### config.mk
export PLATFORM = sky130hd
export DESIGN_NAME = seq_adder
export DESIGN_NICKNAME = d
export VERILOG_FILES = /design/src/rtl/seq_adder_pkg.sv /design/src/rtl/seq_adder_digit_add.sv /design/src/rtl/seq_adder.sv
export SDC_FILE = /design/constraint.sdc
export NUM_CORES = 1
export LEC_CHECK = 0
export CAP_MARGIN = 15
export CELL_PAD_IN_SITES_DETAIL_PLACEMENT = 1
export CELL_PAD_IN_SITES_GLOBAL_PLACEMENT = 1
export CORE_MARGIN = 3
export CORE_UTILIZATION = 45
export DETAILED_ROUTE_END_ITERATION = 7
export PLACE_DENSITY = 0.95
export SYNTH_ARGS = -nofsm -noshare
export SYNTH_HDL_FRONTEND = slang
export SYNTH_SLANG_ARGS = --single-unit
### constraint.sdc
create_clock -name clk -period 4.3 [get_ports clk]
set_input_delay 0.645 -clock clk [delete_from_list [all_inputs] [get_ports clk]]
set_output_delay 0.645 -clock clk [all_outputs]
set_load 0.01 [all_outputs]
### src/rtl/seq_adder_pkg.sv
// Shared types and sizing helpers for the digit-serial adder.
package seq_adder_pkg;

  typedef logic [0:0] state_t;

  localparam state_t ST_IDLE = 1'b0;
  localparam state_t ST_RUN  = 1'b1;

  function automatic int calc_ndig(input int width, input int digit);
    return width / digit;
  endfunction

  // Counter is at least one bit wide even when a single digit covers the word.
  function automatic int calc_cnt_w(input int width, input int digit);
    int n;
    n = width / digit;
    if (n <= 1) begin
      return 1;
    end else begin
      return $clog2(n);
    end
  endfunction

endpackage

### src/rtl/seq_adder_digit_add.sv
// Combinational DIGIT-bit ripple-carry adder used once per clock by seq_adder.
module digit_add #(
  parameter int DIGIT = 4
) (
  input  logic [DIGIT-1:0] a,
  input  logic [DIGIT-1:0] b,
  input  logic             cin,
  output logic [DIGIT-1:0] s,
  output logic             cout
);

  logic [DIGIT:0] c_s;

  // Ripple the carry from bit 0 upwards.
  always_comb begin
    c_s    = '0;
    s      = '0;
    c_s[0] = cin;
    for (int i = 0; i < DIGIT; i++) begin
      s[i]       = a[i] ^ b[i] ^ c_s[i];
      c_s[i+1]   = (a[i] & b[i]) | (c_s[i] & (a[i] ^ b[i]));
    end
    cout = c_s[DIGIT];
  end

endmodule

### src/rtl/seq_adder.sv
// WIDTH-bit adder processing DIGIT bits per clock with start/busy/done handshake.
// Optional subtraction (sub port) is built when SEQ_ADDER_SUB_EN is defined.
module seq_adder
  import seq_adder_pkg::*;
#(
  parameter int WIDTH = 16,
  parameter int DIGIT = 4
) (
  input  logic             clk,
  input  logic             rst_n,
  input  logic             start,
  input  logic [WIDTH-1:0] a,
  input  logic [WIDTH-1:0] b,
  input  logic             cin,
`ifdef SEQ_ADDER_SUB_EN
  input  logic             sub,
`endif
  output logic             busy,
  output logic             done,
  output logic [WIDTH-1:0] sum,
  output logic             cout,
  output logic             ovf
);

  localparam int NDIG = calc_ndig(WIDTH, DIGIT);
  localparam int CW   = calc_cnt_w(WIDTH, DIGIT);
  localparam logic [CW-1:0] CNT_LAST = CW'(NDIG - 1);

  state_t           state_q, state_d;
  logic [CW-1:0]    cnt_q, cnt_d;
  logic [WIDTH-1:0] a_sh_q, a_sh_d;
  logic [WIDTH-1:0] b_sh_q, b_sh_d;
  logic [WIDTH-1:0] acc_q, acc_d;
  logic             carry_q, carry_d;
  logic             a_msb_q, a_msb_d;
  logic             b_msb_q, b_msb_d;
  logic             busy_q, busy_d;
  logic             done_q, done_d;
  logic [WIDTH-1:0] sum_q, sum_d;
  logic             cout_q, cout_d;
  logic             ovf_q, ovf_d;

  logic                   sub_s;
  logic [WIDTH-1:0]       b_eff_s;
  logic                   cin_eff_s;
  logic [DIGIT-1:0]       dig_s;
  logic                   dig_cout_s;
  logic [WIDTH+DIGIT-1:0] acc_cat_s;
  logic [WIDTH-1:0]       acc_shift_s;

`ifdef SEQ_ADDER_SUB_EN
  assign sub_s = sub;
`else
  assign sub_s = 1'b0;
`endif

  // Subtraction is a + ~b + 1, so the incoming carry is forced high.
  assign b_eff_s   = sub_s ? ~b : b;
  assign cin_eff_s = sub_s ? 1'b1 : cin;

  digit_add #(.DIGIT(DIGIT)) u_digit_add (
    .a    (a_sh_q[DIGIT-1:0]),
    .b    (b_sh_q[DIGIT-1:0]),
    .cin  (carry_q),
    .s    (dig_s),
    .cout (dig_cout_s)
  );

  // New digit enters at the top; after NDIG shifts the first digit sits at bit 0.
  assign acc_cat_s   = {dig_s, acc_q};
  assign acc_shift_s = acc_cat_s[WIDTH+DIGIT-1:DIGIT];

  // Next-state logic for the IDLE/RUN controller and datapath registers.
  always_comb begin
    state_d = state_q;
    cnt_d   = cnt_q;
    a_sh_d  = a_sh_q;
    b_sh_d  = b_sh_q;
    acc_d   = acc_q;
    carry_d = carry_q;
    a_msb_d = a_msb_q;
    b_msb_d = b_msb_q;
    busy_d  = busy_q;
    done_d  = 1'b0;
    sum_d   = sum_q;
    cout_d  = cout_q;
    ovf_d   = ovf_q;
    case (state_q)
      ST_IDLE: begin
        if (start) begin
          a_sh_d  = a;
          b_sh_d  = b_eff_s;
          carry_d = cin_eff_s;
          cnt_d   = '0;
          acc_d   = '0;
          a_msb_d = a[WIDTH-1];
          b_msb_d = b_eff_s[WIDTH-1];
          busy_d  = 1'b1;
          state_d = ST_RUN;
        end else begin
          busy_d  = 1'b0;
          state_d = ST_IDLE;
        end
      end
      ST_RUN: begin
        a_sh_d  = a_sh_q >> DIGIT;
        b_sh_d  = b_sh_q >> DIGIT;
        acc_d   = acc_shift_s;
        carry_d = dig_cout_s;
        if (cnt_q == CNT_LAST) begin
          sum_d   = acc_shift_s;
          cout_d  = dig_cout_s;
          ovf_d   = (a_msb_q == b_msb_q) && (acc_shift_s[WIDTH-1] != a_msb_q);
          done_d  = 1'b1;
          busy_d  = 1'b0;
          cnt_d   = '0;
          state_d = ST_IDLE;
        end else begin
          cnt_d   = cnt_q + CW'(1);
          state_d = ST_RUN;
        end
      end
      default: begin
        busy_d  = 1'b0;
        cnt_d   = '0;
        state_d = ST_IDLE;
      end
    endcase
  end

  // State and result registers; reset aborts any operation in flight.
  always_ff @(posedge clk or negedge rst_n) begin
    if (!rst_n) begin
      state_q <= ST_IDLE;
      cnt_q   <= '0;
      a_sh_q  <= '0;
      b_sh_q  <= '0;
      acc_q   <= '0;
      carry_q <= 1'b0;
      a_msb_q <= 1'b0;
      b_msb_q <= 1'b0;
      busy_q  <= 1'b0;
      done_q  <= 1'b0;
      sum_q   <= '0;
      cout_q  <= 1'b0;
      ovf_q   <= 1'b0;
    end else begin
      state_q <= state_d;
      cnt_q   <= cnt_d;
      a_sh_q  <= a_sh_d;
      b_sh_q  <= b_sh_d;
      acc_q   <= acc_d;
      carry_q <= carry_d;
      a_msb_q <= a_msb_d;
      b_msb_q <= b_msb_d;
      busy_q  <= busy_d;
      done_q  <= done_d;
      sum_q   <= sum_d;
      cout_q  <= cout_d;
      ovf_q   <= ovf_d;
    end
  end

  assign busy = busy_q;
  assign done = done_q;
  assign sum  = sum_q;
  assign cout = cout_q;
  assign ovf  = ovf_q;

endmodule

* Yosys cells after proc, flatten, opt, wreduce, memory -nomap -nowiden
Cells that the tools add are included.
** Storage, ports and cells
- Bits in registers :: 74
- Input port bits :: 36
- Output and inout port bits :: 20
- Logic and storage cells :: 61
** Operators by class
- $add $sub $neg :: 1
- Eq/ne operators :: 5
- Muxes and demuxes :: 18
- Bitwise operators :: 21
- Reduce and logical (&&, ||, !) cells :: 3
** Operators with widths (number)
- case mux 16 bit (2 select lines) :: 3
- 2-to-1 mux 16 bit :: 3
- bitwise AND 1 bit :: 8
- XOR 1 bit :: 8
- 2-to-1 mux 1 bit :: 6
- case mux 1 bit (2 select lines) :: 3
- 2-to-1 mux 2 bit :: 2
- OR 1 bit :: 4
- case mux 2 bit (2 select lines) :: 1
- AND reduction 2 bit :: 2
- adder 2 x 1 -> 2 bit (second input constant) :: 1
- equality test 2 bit (second input constant) :: 1
- inequality test 2 x 1 -> 1 bit (second input constant) :: 1
- inequality test 2 bit (second input constant) :: 1
- equality test 1 bit :: 1
- logical AND 1 bit :: 1
- inequality test 1 bit :: 1
- inverter 1 bit :: 1

* Longest topological paths before layout
Gate-level depths: netlist of the first run.
- Depth after elaboration :: 10
- Depth in mapped cells :: 8
- Gate-level depth less buffers :: 8

* Hierarchy
Synthesis of the first run repeated with hierarchy kept, for this count alone.
** Second synthesis, totals
- Cells, all modules :: 252
- Area total of the unflattened synthesis :: 3055.4 µm²
** By module, submodules not included
- seq_adder :: instances 1, cells an instance 238, area each 2937.8 µm², sequential area each 1751.7 µm²
- digit_add :: instances 1, cells an instance 14, area each 117.6 µm², sequential area each 0.0 µm²

* Worst setup path before layout of the first run
No wires, ideal clock.
- Path kind :: reg2reg
- Start :: reg a_sh_q[0]
- End :: reg ovf_q, in the netlist ovf
- Library setup time :: 0.082 ns
- Data arrival time :: 2.378 ns
- Data required time :: 4.218 ns
- Setup slack :: 1.840 ns
- Stages on the path, launching flop included :: 9
- Path buffers :: 0
- Period minus slack after synthesis :: 2.460 ns
- Cells stage by stage :: dfrtp_1 -> inv_1 -> fa_1 -> inv_1 -> fa_1 -> fa_1 -> fa_1 -> or3b_1 -> a31oi_1
** Between the ends
- Longest elaborated chain between the ends :: 10
- Elaborated cells on any way between the ends :: 11
- Those cells by class :: eq/ne (1); bitwise (9); reduce/logical (1)
** Ends and longest elaborated chain
- from (decl) :: line seq_adder.sv:31 : logic [WIDTH-1:0] a_sh_q, a_sh_d;
- from (signal assigned) :: line seq_adder.sv:150 : a_sh_q <= a_sh_d;
- XOR 1 bit :: line seq_adder_digit_add.sv:21 : c_s[i+1] = (a[i] & b[i]) | (c_s[i] & (a[i] ^ b[i]));
- bitwise AND 1 bit :: line seq_adder_digit_add.sv:21
- OR 1 bit * :: line seq_adder_digit_add.sv:21
- bitwise AND 1 bit * :: line seq_adder_digit_add.sv:21
- OR 1 bit * :: line seq_adder_digit_add.sv:21
- bitwise AND 1 bit * :: line seq_adder_digit_add.sv:21
- OR 1 bit * :: line seq_adder_digit_add.sv:21
- XOR 1 bit * :: line seq_adder_digit_add.sv:20 : s[i] = a[i] ^ b[i] ^ c_s[i];
- named net dig_s[3] :: line seq_adder.sv:46 : logic [DIGIT-1:0] dig_s;
- inequality test 1 bit * :: line seq_adder.sv:113 : ovf_d = (a_msb_q == b_msb_q) && (acc_shift_s[WIDTH-1] != a_msb_q);
- logical AND 1 bit * :: line seq_adder.sv:113
- to (signal assigned) :: line seq_adder.sv:160 : ovf_q <= ovf_d;
- to (decl) :: line seq_adder.sv:41 : logic ovf_q, ovf_d;
Mark *: on every way through the listed nets, which the timed path passes. The rest lies on a longest branch.
A chain may end at the register's enable or synchronous reset.

* Final worst setup path of the first run
Ends and elaborated chain as after synthesis.

==> impl_results.md, run 1 <==
* Run status: complete, no violations
* Worst-path cell chain: inv_1, fa_1, inv_1, fa_1, fa_1, fa_1, or3b_1, a31oi_1
* Wire length on met3 at between 200 and 300 um
* TritonCTS clock tree: built
* Post-DP HPWL at 4630 um
* Fmax achieved at ~370 MHz
* Total core area at 0.00649 sq mm
* Number of port buffers at 55
* Transition time of the tightest slew-check pin at 1.00 ns
* Inserted Clock Buffers at 9
* Aggregate global routing overflow at 0
* Shortest clock period the worst path allows after layout at around 2.7 ns
* Clock skew after layout at around 0.01 ns
* Slew HR at roughly a third
* Mux share of post-synthesis cell area at about a fifth
* Die H at a little under 90 um
* Synthesis-stage register bit count at 70
* Most frequent standard cell in the layout excluding fill and tap cells: sky130_fd_sc_hd__dfrtp_1
* Bufs and invs on worst path at 2
* Synthesized-area fraction occupied by xor and xnor cells at 0%
* Power per cell area at roughly 670 mW/mm^2
* Largest family of logic cells by synthesized area: multiplexers
* Cells on worst reg2reg path at 8
* Switching component of the power at roughly 0.85 mW
* Clock sink count at 70
* Sequential fraction of design power at 42.4%
* Synthesis warning total at 0
* Number of rows created at floorplan at 29
* Synth Net Count at roughly 290
* Maximum level of the CTS H-tree at 3
* Width of the die at between 80 and 90 um
* Wire length on met1 at between 2000 and 3000 um
* CTS-repair resized insts at 0
* Peak supply drop at 0.279 mV
* Final worst-path cycle share at 62.6%
* Crit end category: flip-flop
* Number of buffers on the longest clock path at 2
* Remaining design rule violation count at 0
* Initial core utilization at a little under half
* Hold crit path type: primary input to asynchronous set/reset pin
* Wire length on met2 at 3510 um
* Wirelength per Cell at around 17 um
* Antenna violations before repair at 0
* Detailed router's first-iteration violation count at 65
* Overall die area at between 0.007 and 0.008 sq mm
* Cell accounting for the most synthesized area: sky130_fd_sc_hd__dfrtp_1
* Commonest non-fill, non-tap cells in the layout: sky130_fd_sc_hd__dfrtp_1 (69), sky130_fd_sc_hd__clkdlybuf4s50_1 (53), sky130_fd_sc_hd__mux2i_1 (36), sky130_fd_sc_hd__nand2_1 (33), sky130_fd_sc_hd__o21ai_0 (26)
* Biggest area contributors in the synthesized netlist: sky130_fd_sc_hd__dfrtp_1 (57%), sky130_fd_sc_hd__mux2i_1 (12%), sky130_fd_sc_hd__mux2_4 (5.4%)
* Count of antenna-violating nets left after detailed routing at 0
* Post-Synthesis Cells at between 200 and 250
* Number of hold-repair buffers added at the cts stage at 0
* Data arrival, critical path at slightly below 3 ns
* Worst reg2reg path endpoint: ovf$_DFFE_PN0P_
* Fraction of final layout cells sized beyond drive strength 1 at 14.1%
* Total negative setup slack at 0 ns
* Part of the total power dissipated in the clock network at a little under a quarter
* Number of vias after detailed routing at roughly 2.0k
* Number of post-CTS setup repair buffers at 0
* Synth Cell Area at 0.00307 sq mm
* Dominant cell type by count on the critical path: sky130_fd_sc_hd__fa_1
* Slowest library cell on the worst path: sky130_fd_sc_hd__fa_1
* Worst Hold Margin at ~0.47 ns
* Clock root cell: sky130_fd_sc_hd__clkbuf_8
* Highest routing layer actually used: met4
* Routability cong. at roughly 0.7
* Worst-path fanout max at 4
* Total global-route track usage at 18.8%
* P_leak at 1.82 nW
* Total I/O pin count at 56
* Clock slew at the register clock pins of the worst setup and hold paths at roughly 0.080 ns
* Via density per instance at 5.20
* Largest stage delay on the critical path at roughly 0.55 ns
* Count of unique library cells instantiated by Yosys at 24
* Part of the power in combinational logic at between 30% and 40%
* Pre-Repair DR Iteration Count at 2
* Global-route wire length before repair at roughly 11000 um
* Simple-gate share of the synthesized area at under 10%
* Cell Int Power at ~1.7 mW
* Drt total wl at about 6700 um
* Required time of the critical path at 4.56 ns
* Unrepaired setup endpoints after global routing: false
* Switching part of the total at about a third
* Compound-Gate Fraction of Synth Area at under 10%
* Kind of cell adding the most delay to the critical path: adder cells
* Proportion of netlist area held by the largest area contributor at a little under three fifths
* Post-synthesis share of cell area spent on full adders, half adders and majority gates at 3.01%
* Register-to-register setup slack at 1.61 ns
* Vias in the first global route at around 2.2k
* Number of diodes at 0
* Fin. max-slew vios at 0
* Setup violations, final at 0
* Type of element launching the critical path: flip-flop
* Insertion delay of the later-clocked pin in the worst-skew pair at about 0.34 ns
* Type of the worst setup path: flip-flop to flip-flop
* R2R Path Start: a_sh_q[0]$_DFFE_PN0P_
* Share of synthesized area occupied by flip-flops and latches at between 50% and 60%
* Number of hold violations in the final report at 0
* Pin count of the biggest net entering global routing at between 80 and 90
* Total number of nets in the final design at roughly 340
* Synth-to-Final Area Change at 25.0%
* Total of max-cap violations at 0
* Avg Inst Size Synth at around 12 sq um
cell families (layout without fill, tap and decap cells):
| kind of cell | Yosys count | count (layout) |
|---|---|---|
| compound gates | 39 | 39 |
| fa+ha+maj | 5 | 5 |
| simple gates | 57 | 57 |
| mux | 54 | 54 |
| flops | 70 | 70 |
| buf+inv | 21 | 80 |
per-layer routing:
| metal | vias up | global-route usage (%) |
|---|---|---|
| met5 | - | 0 |
| met4 | 0 | 7.01 |
| met3 | 7 | 5.31 |
| met2 | 46 | 32.7 |
| met1 | 996 | 22.1 |
| li1 | 939 | - |
worst reg2reg max path, cell delays in order (launching register included):
cell                      delay [ns]
sky130_fd_sc_hd__dfrtp_1        0.38
sky130_fd_sc_hd__inv_1          0.09
sky130_fd_sc_hd__fa_1           0.18
sky130_fd_sc_hd__inv_1          0.05
sky130_fd_sc_hd__fa_1           0.39
sky130_fd_sc_hd__fa_1           0.40
sky130_fd_sc_hd__fa_1           0.55
sky130_fd_sc_hd__or3b_1         0.37
sky130_fd_sc_hd__a31oi_1        0.19
layout make-up:
type	instances	area (sq um)
Clock buffer	9	124
Clock inverter	7	97.6
Fill cell	672	2650
Inverter	6	22.5
Multi-Input combinational cell	155	1170
Sequential cell	70	1750
Tap cell	77	96.3
Timing Repair Buffer	58	576
synthesized netlist by cell type:
library cell               instances
sky130_fd_sc_hd__a22o_1            5
sky130_fd_sc_hd__nand2b_1          9
sky130_fd_sc_hd__clkbuf_1          2
sky130_fd_sc_hd__mux2i_1          36
sky130_fd_sc_hd__dfrtp_1          70
sky130_fd_sc_hd__buf_6             6
sky130_fd_sc_hd__mux2_4           11
sky130_fd_sc_hd__ha_1              1
sky130_fd_sc_hd__o21ai_0          26
sky130_fd_sc_hd__or3b_1            1
sky130_fd_sc_hd__mux2_2            7
sky130_fd_sc_hd__nand3b_1          2
sky130_fd_sc_hd__a21oi_1           1
sky130_fd_sc_hd__buf_4             6
sky130_fd_sc_hd__nor2_1           10
sky130_fd_sc_hd__inv_2             1
sky130_fd_sc_hd__a31oi_1           1
sky130_fd_sc_hd__inv_1             5
sky130_fd_sc_hd__fa_1              4
sky130_fd_sc_hd__nand2_2           1
sky130_fd_sc_hd__o21ai_1           6
sky130_fd_sc_hd__nand2b_4          1
sky130_fd_sc_hd__buf_2             1
sky130_fd_sc_hd__nand2_1          33
registers in the layout, summed over array words and instances, names as in the netlist:
| register | count |
|---|---|
| cout | 1 |
| cnt_q | 2 |
| a_sh_q | 16 |
| b_msb_q | 1 |
| carry_q | 1 |
| a_msb_q | 1 |
| ovf | 1 |
| state_q | 1 |
| sum | 16 |
| b_sh_q | 16 |
| busy | 1 |
| done | 1 |
| acc_q | 12 |
stage by stage:
stage	instance area [sq um]	util, %	worst slack (ns)	cells	power, mW
after floorplan	3070	-	1.84	246	1.68
after global placement	3600	55.4	1.77	365	1.94
after detailed placement	3600	55.4	1.60	365	2.03
after CTS	3820	58.9	1.59	381	2.64
after global routing	3840	59.2	1.45	382	2.78
final	3840	59.2	1.61	382	2.59
power by group through the flow:
stage	registers (mW)	clock network (mW)	logic, mW
final	1.10	0.589	0.903
after global placement	1.09	0	0.849
after global routing	1.14	0.632	1.01
after detailed placement	1.12	0	0.911
after CTS	1.11	0.605	0.922
after floorplan	1.09	0	0.582
how the worst max path moves through the flow:
stage / start / end / cells after the start
after detailed placement: a_sh_q[0]$_DFFE_PN0P_ / ovf$_DFFE_PN0P_ / 8
after CTS: a_sh_q[0]$_DFFE_PN0P_ / ovf$_DFFE_PN0P_ / 8
after global placement: a_sh_q[0]$_DFFE_PN0P_ / ovf$_DFFE_PN0P_ / 8
after global routing: a_sh_q[0]$_DFFE_PN0P_ / ovf$_DFFE_PN0P_ / 8
after floorplan: a_sh_q[0]$_DFFE_PN0P_ / ovf$_DFFE_PN0P_ / 8
final: a_sh_q[0]$_DFFE_PN0P_ / ovf$_DFFE_PN0P_ / 8
No activity file was read; power rests on OpenSTA's default activity.
==> run 2: changes to the inputs <==
CORE_UTILIZATION = 38   (was 45)
PLACE_DENSITY = 0.86   (was 0.95)
clock period = 2.2 ns   (was 4.3 ns; I/O delays follow)
==> impl_results.md, run 2 (synthesis gave the netlist of run 1 again) <==
* Number of rows created at floorplan at 32 (was 29)
* Register-to-register setup slack at -0.35 ns (was 1.61 ns)
* TritonCTS clock tree: built (unchanged)
* Crit end category: flip-flop (unchanged)
* Synth-to-Final Area Change at 27.8% (was 25.0%)
* Vias in the first global route at 2204 (was 2208)
* Pre-CTS setup slack at -0.464 ns (was 1.60 ns)
* Run status: complete, but fails checks (was complete, no violations)
* Worst-path fanout max at 2 (was 4)
* Pre-Repair DR Iteration Count at 4 (was 2)
* Initial core utilization at 39.4% (was 47.3%)
* Fin. max-slew vios at 0 (unchanged)
* Insertion delay of the later-clocked pin in the worst-skew pair at 0.34 ns (about the same)
* P_leak at 1.85 nW (was 1.82 nW)
* Setup violations, final at 3 (was 0)
* Maximum level of the CTS H-tree at 3 (unchanged)
* Unrepaired setup endpoints after global routing: true (was false)
* Violations in the final reports: negative setup slack
* Hold crit path type: flip-flop to flip-flop (was primary input to asynchronous set/reset pin)
* Number of port buffers at 55 (unchanged)
* Post-route non-filler standard cell count at 412 (was 382)
* Fraction of final layout cells sized beyond drive strength 1 at 17.4% (was 14.1%)
* Antenna violations before repair at 0 (unchanged)
* Via density per instance at 4.86 (was 5.20)
* Count of antenna-violating nets left after detailed routing at 0 (unchanged)
* Type of element launching the critical path: flip-flop (unchanged)
* Peak supply drop at 0.483 mV (was 0.279 mV)
* Wirelength per Cell at 16.0 um (was 17.5 um)
* Clock sink count at 70 (unchanged)
* Routability cong. at 0.762 (was 0.706)
* Number of vias after detailed routing at 2003 (was 1988)
* Pin count of the biggest net entering global routing at 55 (was 84)
* Total I/O pin count at 56 (unchanged)
* Clock slew at the register clock pins of the worst setup and hold paths at 0.07 ns (was 0.08 ns)
* Commonest non-fill, non-tap cells in the layout: sky130_fd_sc_hd__dfrtp_1 (69), sky130_fd_sc_hd__clkdlybuf4s50_1 (53), sky130_fd_sc_hd__mux2i_1 (36), sky130_fd_sc_hd__nand2_1 (33), sky130_fd_sc_hd__o21ai_0 (25) (was sky130_fd_sc_hd__dfrtp_1 (69), sky130_fd_sc_hd__clkdlybuf4s50_1 (53), sky130_fd_sc_hd__mux2i_1 (36), sky130_fd_sc_hd__nand2_1 (33), sky130_fd_sc_hd__o21ai_0 (26))
* Placed Instances at 395 (was 365)
* Remaining design rule violation count at 0 (unchanged)
* Clock skew after layout at 0.00842 ns (was 0.00971 ns)
* Number of buffers on the longest clock path at 2 (unchanged)
* Power per cell area at 1310 mW/mm^2 (was 674 mW/mm^2)
* Type of the worst setup path: flip-flop to flip-flop (unchanged)
* Final setup margin at -0.347 ns (was 1.61 ns)
* Data arrival, critical path at 2.81 ns (was 2.95 ns)
* Number of diodes at 0 (unchanged)
* Most frequent standard cell in the layout excluding fill and tap cells: sky130_fd_sc_hd__dfrtp_1 (unchanged)
* Die H at 95.9 um (was 88.6 um)
* Required time of the critical path at 2.46 ns (was 4.56 ns)
* Width of the die at 95.9 um (was 88.6 um)
* Overall die area at 0.00920 sq mm (was 0.00786 sq mm)
* Global-route wire length before repair at 11100 um (was 11000 um)
* Inserted Clock Buffers at 9 (unchanged)
* Post-DP HPWL at 4790 um (was 4630 um)
* Total global-route track usage at 16.1% (was 18.8%)
* Drt total wl at 6600 um (was 6680 um)
* Final worst-path cycle share at 116% (was 62.6%)
* Shortest clock period the worst path allows after layout at 2.55 ns (was 2.69 ns)
* Slew HR at 66.1% (was 33.0%)
* Total of max-cap violations at 0 (unchanged)
* Fmax achieved at 393 MHz (was 372 MHz)
* Aggregate global routing overflow at 0 (unchanged)
* Clock root cell: sky130_fd_sc_hd__clkbuf_8 (unchanged)
* Total core area at 0.00781 sq mm (was 0.00649 sq mm)
* Transition time of the tightest slew-check pin at 0.508 ns (was 1.00 ns)
* Detailed router's first-iteration violation count at 99 (was 65)
* Number of hold violations in the final report at 0 (unchanged)
* Total number of nets in the final design at 347 (was 341)
run 2: changes by cell type in the layout (fill, tap and decap cells not counted), moves of 2 or more:
cell	before	now
sky130_fd_sc_hd__buf_4	2	7
sky130_fd_sc_hd__clkinv_2	1	3
sky130_fd_sc_hd__clkinvlp_4	2	0
sky130_fd_sc_hd__fa_1	4	1
sky130_fd_sc_hd__fa_2	0	3
sky130_fd_sc_hd__inv_1	5	2
sky130_fd_sc_hd__inv_2	1	4
run 2: timing repair:
item	CTS	global route
hold buffers	1	0
hold endpoints to repair	20	0
buffers inserted	0	1
setup endpoints to repair	4	4
resized for setup	5	3
pin swaps	3	0
run 2: layer usage:
metal | up-vias | track usage (%) | share of wire, %
li1 | 958 | - | -
met1 | 984 | 19.4 | 43
met2 | 49 | 27.4 | 51
met3 | 12 | 4.46 | 4.6
met4 | 0 | 5.92 | 1.8
met5 | - | 0 | 0
run 2: area by class of cell:
class | instances | area (sq um)
inverters | 6 | 22.5
flip-flops and latches | 70 | 1750
clock buffers | 10 | 128
clock inverters | 5 | 75.1
well taps | 102 | 128
fillers | 823 | 3880
multi-input cells | 155 | 1200
repair buffers | 64 | 623
run 2: path summary, 6_finish.rpt:
| path | start | depth (start not counted) | to |
|---|---|---|---|
| max | a_sh_q[0]$_DFFE_PN0P_ | 8 | ovf$_DFFE_PN0P_ |
| min | a_sh_q[15]$_DFFE_PN0P_ | 2 | a_sh_q[11]$_DFFE_PN0P_ |
| max reg2reg | a_sh_q[0]$_DFFE_PN0P_ | 8 | ovf$_DFFE_PN0P_ |
| min reg2reg | a_sh_q[15]$_DFFE_PN0P_ | 2 | a_sh_q[11]$_DFFE_PN0P_ |
| max in group asynchronous | rst_n | 3 | a_sh_q[15]$_DFFE_PN0P_ |
| min in group asynchronous | rst_n | 2 | sum[4]$_DFFE_PN0P_ |
run 2: metrics by stage:
| stage | utilization (%) | power [mW] | area, sq um | hold WS (ns) | TNS [ns] |
|---|---|---|---|---|---|
| CTS | 50.2 | 5.21 | 3920 | 0.489 | -0.589 |
| global route | 50.3 | 5.52 | 3930 | 0.515 | -0.810 |
| detailed placement | 47.2 | 4.05 | 3690 | 0.331 | -0.894 |
| floorplan | - | 3.28 | 3080 | 0.0344 | -0.250 |
| global placement | 47.2 | 3.88 | 3690 | 0.314 | -0.430 |
| finish | 50.3 | 5.14 | 3930 | 0.481 | -0.544 |
run 2: power by group:
part           internal [mW]  switching [mW]
sequential              1.80           0.351
clock                  0.627           0.466
combinational           1.06           0.835
total                   3.49            1.65
run 2: critical path: stages, from the launching register on:
cell and delay [ns]:
sky130_fd_sc_hd__dfrtp_1 0.39, sky130_fd_sc_hd__inv_2 0.07, sky130_fd_sc_hd__fa_2 0.20, sky130_fd_sc_hd__inv_2 0.04, sky130_fd_sc_hd__fa_2 0.34, sky130_fd_sc_hd__fa_2 0.35
sky130_fd_sc_hd__fa_1 0.50, sky130_fd_sc_hd__or3b_4 0.39, sky130_fd_sc_hd__a31oi_4 0.19
